## src/rtl/rr_arbiter.sv

```systemverilog
// rr_arbiter: round-robin request/grant responder with a registered one-hot
// grant, a one-cycle dead gap between owners and optional max-hold preemption.
//
// state   | meaning
// --------+-------------------------------------------------------------
// IDLE    | no grant; next requester chosen from ptr upward, wrapping
// GRANTED | owner holds grant until it drops request or is preempted
module rr_arbiter #(
  parameter int N        = 2,
  parameter int MAX_HOLD = 4,
  localparam int OW      = (N > 1) ? $clog2(N) : 1,
  localparam int HW      = (MAX_HOLD > 0) ? $clog2(MAX_HOLD + 1) : 1
) (
  input  logic          clk,
  input  logic          rst,
  input  logic [N-1:0]  request,
  output logic [N-1:0]  grant,
  output logic          busy,
  output logic [OW-1:0] owner
);

  localparam logic [0:0] IDLE    = 1'b0;
  localparam logic [0:0] GRANTED = 1'b1;

  // With preemption disabled the counter simply parks at all-ones.
  localparam logic [HW-1:0] HOLD_SAT = (MAX_HOLD == 0) ? {HW{1'b1}} : HW'(MAX_HOLD);

  logic [0:0]    state;
  logic [OW-1:0] ptr;
  logic [HW-1:0] hold_cnt;

  logic          found;
  logic [OW-1:0] win;
  logic [N-1:0]  win_oh;
  logic [OW-1:0] ptr_next;
  logic          others_req;
  logic          preempt;

  // Winner search: lowest set bit at or above ptr, else lowest set bit below ptr.
  always_comb begin
    found = 1'b0;
    win   = '0;
    for (int j = 0; j < N; j++) begin
      if (!found && request[j] && (j >= int'(ptr))) begin
        found = 1'b1;
        win   = OW'(j);
      end
    end
    for (int j = 0; j < N; j++) begin
      if (!found && request[j] && (j < int'(ptr))) begin
        found = 1'b1;
        win   = OW'(j);
      end
    end
  end

  // One-hot form of the winner for loading the grant register.
  always_comb begin
    win_oh      = '0;
    win_oh[win] = 1'b1;
  end

  // Release bookkeeping: next pointer and preemption condition.
  always_comb begin
    ptr_next   = (owner == OW'(N - 1)) ? '0 : owner + OW'(1);
    others_req = |(request & ~grant);
    preempt    = (MAX_HOLD != 0) && (hold_cnt == HOLD_SAT) && others_req;
  end

  // Arbitration FSM and registered outputs.
  always_ff @(posedge clk) begin
    if (rst) begin
      state    <= IDLE;
      grant    <= '0;
      busy     <= 1'b0;
      owner    <= '0;
      ptr      <= '0;
      hold_cnt <= '0;
    end else begin
      case (state)
        IDLE: begin
          if (found) begin
            grant    <= win_oh;
            owner    <= win;
            busy     <= 1'b1;
            hold_cnt <= HW'(1);
            state    <= GRANTED;
          end
        end
        GRANTED: begin
          // Release always passes through IDLE so grants never overlap.
          if (!request[owner] || preempt) begin
            grant <= '0;
            busy  <= 1'b0;
            ptr   <= ptr_next;
            state <= IDLE;
          end else if (hold_cnt != HOLD_SAT) begin
            hold_cnt <= hold_cnt + HW'(1);
          end
        end
        default: begin
          state <= IDLE;
          grant <= '0;
          busy  <= 1'b0;
        end
      endcase
    end
  end

endmodule

```

## config.mk

```make
export PLATFORM = sky130hd
export DESIGN_NAME = rr_arbiter
export DESIGN_NICKNAME = d
export VERILOG_FILES = /design/src/rtl/rr_arbiter.sv
export SDC_FILE = /design/constraint.sdc
export NUM_CORES = 1
export LEC_CHECK = 0
export ABC_AREA = 0
export BUFFER_PORTS_ARGS = -buffer_cell sky130_fd_sc_hd__buf_2
export CORE_AREA = 2 2 39 41
export CTS_CLUSTER_SIZE = 12
export DETAILED_ROUTE_END_ITERATION = 10
export DIE_AREA = 0 0 41 43
export GPL_TIMING_DRIVEN = 0
export SLEW_MARGIN = 20
export SYNTH_ARGS = -nofsm -noshare
export SYNTH_HDL_FRONTEND = slang
export SYNTH_SLANG_ARGS = --single-unit
```

## constraint.sdc

```tcl
create_clock -name clk -period 2.05 [get_ports clk]
set_input_delay 0.1025 -clock clk [delete_from_list [all_inputs] [get_ports clk]]
set_output_delay 0.1025 -clock clk [all_outputs]
set_load 0.03 [all_outputs]
```

==> After elaboration in Yosys (flattened, before gate mapping) <==
Index checks and enable logic that the tools add are counted.
{ "classes": {"n_eq_ne": 6, "n_bitwise": 3, "n_reduce_logical": 15, "order_cmp": 5, "add_sub_neg": 2, "n_mux": 23} }
{ "ops": {"columns": ["cell", "count"], "rows": [
  ["2-to-1 mux 1 bit", 13],
  ["2-to-1 mux 3 bit", 3],
  ["logical AND 1 bit", 6],
  ["one-hot mux 3 bit (2 select lines)", 1],
  ["AND reduction 2 bit", 3],
  ["less-than comparator 1 x 2 -> 1 bit (second input constant)", 2],
  ["2-to-1 mux 2 bit", 2],
  ["inequality test 2 x 1 -> 1 bit (second input constant)", 2],
  ["inequality test 2 bit (second input constant)", 2],
  ["one-hot mux 1 bit (2 select lines)", 2],
  ["one-hot mux 2 bit (2 select lines)", 1],
  ["adder 3 x 1 -> 3 bit (second input constant)", 1],
  ["== test 3 bit (second input constant)", 1],
  ["zero test 1 bit", 3],
  ["inequality test 3 bit (second input constant)", 1],
  ["AND reduction 3 bit", 1],
  ["AND 2 bit", 1],
  ["NOT 2 bit", 1],
  ["OR reduction 2 bit", 1],
  ["adder 1 bit (second input constant)", 1],
  ["demux 1 bit (select 1 bit)", 1],
  [">= comparator 1 bit (first input constant)", 1],
  [">= comparator 1 bit (second input constant)", 1],
  ["logical OR 1 bit", 1],
  ["2 further kinds", 2]
]} }
{ "totals": {"wordCells": 60, "out_inout_bits": 4, "regBits": 9, "input_bits": 4} }

==> Longest topological paths before layout <==
{ "depth": {"ltp_word": 16, "mapped_depth": 5, "ltp_nobuf": 5} }

==> Least setup slack after synthesis <==
OpenSTA, ideal clock, no wires.
{ "synth_timing": {"kind": "reg2reg", "from": "register owner", "to": "register hold_cnt[2]", "n_path_buf": 0, "setup_time_ps": 121, "stages_incl_launch_ff": 5, "period_less_slack_ps": 1508, "arrival_ps": 1387, "required_ps": 1929, "path_slack_ps": 542, "path_cell_list": "dfxtp_1 -> mux2i_1 -> a211oi_2 -> nand2_1 -> mux2_4"} }
{ "synth_between": {"elab_chain_cells": 6} }
{ "synth_lines": {"columns": ["element", "line", "source"], "rows": [
  ["from (decl)", "19", "output logic [OW-1:0] owner"],
  ["from (signal assigned)", "84", "owner <= win;"],
  ["2-to-1 mux 1 bit (not written as such) (2 in series)", "92", "if (!request[owner] || preempt) begin"],
  ["zero test 1 bit", "92", null],
  ["logical OR 1 bit", "92", null],
  ["inequality test 2 bit (no line)", null, null],
  ["AND reduction 3 bit (no line)", null, null],
  ["to (signal assigned)", "98", "hold_cnt <= hold_cnt + HW'(1);"],
  ["to (decl)", "30", "logic [HW-1:0] hold_cnt;"]
]} }
Every way passes these cells. The select of a mux whose other input is x is not followed.
A chain may end at the register's enable or synchronous reset.

==> Final worst setup path <==
{ "layout_timing": {"from": "register hold_cnt[0]", "to": "register hold_cnt[2]"} }
{ "layout_between": {"elab_chain_cells": 5, "elab_cells_between_ends": 11, "cone_classes": "add/sub (1); eq/ne (4); mux (3); reduce/logical (3)"} }
{ "layout_lines": {"columns": ["element"], "rows": [
  ["parallel branches: the longest is 5 deep, another holds adder 3 x 1 -> 3 bit"]
]} }
Parallel ways; which one is timed is not known. The select of a mux whose other input is x is not followed.

==> results.cfg <==
[sta]
slew_headroom_pct = 71.8
max_slew.worst_pin.slew_ns = 0.423
fmax_mhz = 651
slew_violations = 0
setup_slack_ns = 0.513
finalSetupViolations = 0
min_period_over_period_pct = 75.0
setup_tns_ns = 0
timing.hold.ws_ns = 0.102
final_hold_viol_count = 0
rsz0062_at_grt = false
skew_ns = 0.00577
period_minus_slack_ns = 1.54

[floorplan]
start_util_pct = 31.6
core-area_um2 = 1380
die_h_um = 43
die_x_um = 41
dieArea_um2 = 1760
num_rows = 14
ios = 8

[power]
power_density_nw_per_um2 = 784
finalPower_mw = 0.407
max-vdd-ir-drop_v = 0.000343
power_leakage_nw = 0.215

[placed_design]
dpl_cell_area_um2 = 493
port_buffers = 7
hpwl_um = 665
globalplace.congestion = 0.722
dp.cells = 73
post-place-ws_ns = 0.532

[global_route]
grt-ovfl-total = 0
first_global_vias = 325
grt_first_pass_wirelength_um = 1360
grt_start_max_net_pins = 11
antenna_found_initial = 0
grtUsageTotal_pct = 12.3

[worst_setup_path]
critPathLaunchType = flop
critPathBufInv = 1
path_cells = inv_1 -> ha_1 -> a211oi_2 -> nand2_1 -> mux2_4
cp_max_fo = 5
arrival_ns = 1.69
cpPeakStageDelay_ns = 0.37
slowest_stage = dfxtp_1
cp-end-kind = flop
critPathKind = flop to flop
r2r_setup_slack_ns = 0.51
crit_family = flip-flops
ff2ff_path_depth = 5
path_depth = 5
cp_data_required_time_ns = 2.21

[logic_synthesis]
ys.flop_type = dfxtp_1
netlist_area_um2 = 438
synth_edf_count = 0
yosys.area.top_type = dfxtp_1
yosys-top-cells-area = dfxtp_1 41%, ha_1 5.7%, a211oi_1 5.1%
synth_seq_cells = 9
yosysWarnings = 0
synthesis.instances = 50
async_reset_ff_share_pct = 0
postSynthAreaPerCell_um2 = 8.76
synth_most_common_cell = dfxtp_1
ys_types = 24
netlist.area_leader.share_pct = 41.1
ys_seq_area_share_pct = 41.1
yosys-top-cells-count = 9 x dfxtp_1, 5 x inv_1, 5 x nand2_1, 5 x nor2_1, 3 x a211oi_1
synth_nets = 56

[layout]
finalNetCount = 68
multi_input_area_um2 = 235
fin_cells = 77
num_antenna_cells = 0
fillerInstances = 151
fin_util_pct = 37.5
area_growth_pct = 18.6
design_area_um2 = 519
seq_area_um2 = 180
layout-drive-gt1-share_pct = 24.6

[drt]
num_vias = 385
dr.pass1.iters = 2
drcViolationCount = 0
drt_iter0_drc = 1
postRouteAntennaNets = 0
wl_per_cell_um = 11.2
via_per_inst = 5.00
wirelength_um = 861

[job]
max-cap-violations = 0

[cts]
clkTransAtPathRegs_ns = 0.06
postCtsSetupRepairBufs = 0
insertion_delay_ns = 0.26
cts_htree_levels = 1
cts_buffers = 3
cts_tree = done
clockBufferDepth = 2
cts-resized-gates = 0
cts_num_sinks = 9
cts_root_buf = clkbuf_4
hold_buffers = 0

[outcome]
status = finished clean

[worst_hold_path]
hold_depth = 3
hp-class = primary input to flop
-- worst min-delay path, stage by stage --
cell,delay [ns]
buf_2,0.12
nand2_1,0.05
o31ai_1,0.05
-- power breakdown --
| part | switching, mW | internal (mW) | leakage (nW) |
|---|---|---|---|
| sequential | 0.0108 | 0.188 | 0.0742 |
| combinational | 0.0454 | 0.0255 | 0.126 |
| clock | 0.0623 | 0.0750 | 0.0150 |
-- final cells by class --
| class | count | area share (%) |
|---|---|---|
| Multi-Input combinational cell | 35 | 45.3 |
| Sequential cell | 9 | 34.7 |
| Timing Repair Buffer | 7 | 6.75 |
| Clock buffer | 4 | 5.06 |
| Tap cell | 16 | 3.86 |
| Inverter | 5 | 3.61 |
| Buffer | 1 | 0.723 |
-- kinds of logic after synthesis --
group / share of synthesized area (%)
simple gates: 19.4
buf+inv: 5.14
mux: 8.28
compound gates: 20.3
flops: 41.1
fa+ha+maj: 5.71
-- path summary, 6_finish.rpt --
check	start	endpoint
setup / recovery	hold_cnt[0]$_SDFFE_PP0P_	hold_cnt[2]$_SDFFE_PP0P_
hold / removal	request[0]	grant[0]$_SDFFE_PP0P_
setup reg to reg	hold_cnt[0]$_SDFFE_PP0P_	hold_cnt[2]$_SDFFE_PP0P_
hold reg to reg	grant[0]$_SDFFE_PP0P_	grant[0]$_SDFFE_PP0P_
-- layer usage --
layer / wire (µm) / global-route usage (%) / vias up
met2: 424 / 17.8 / 8
met5: 0 / 0 / -
met1: 388 / 13.3 / 175
li1: - / - / 198
met4: 20 / 10.0 / 0
met3: 28 / 4.71 / 4
-- flip-flops by register name (all words and copies together) (netlist names) --
name and count:
hold_cnt 3, ptr 1, grant 2, owner 1
busy 1, state 1
-- cells in the final DEF, fill, tap and decap left out, types with 2 or more instances in the layout --
| cell | count |
|---|---|
| a211oi_1 | 3 |
| clkbuf_1 | 2 |
| nor3_1 | 2 |
| a21oi_1 | 2 |
| dfxtp_1 | 9 |
| clkbuf_4 | 3 |
| nor2_1 | 5 |
| nand3_1 | 2 |
| nand2_1 | 5 |
| inv_1 | 5 |
| ha_1 | 2 |
| buf_2 | 7 |
Note: power is estimated with default switching activity, not from simulation.
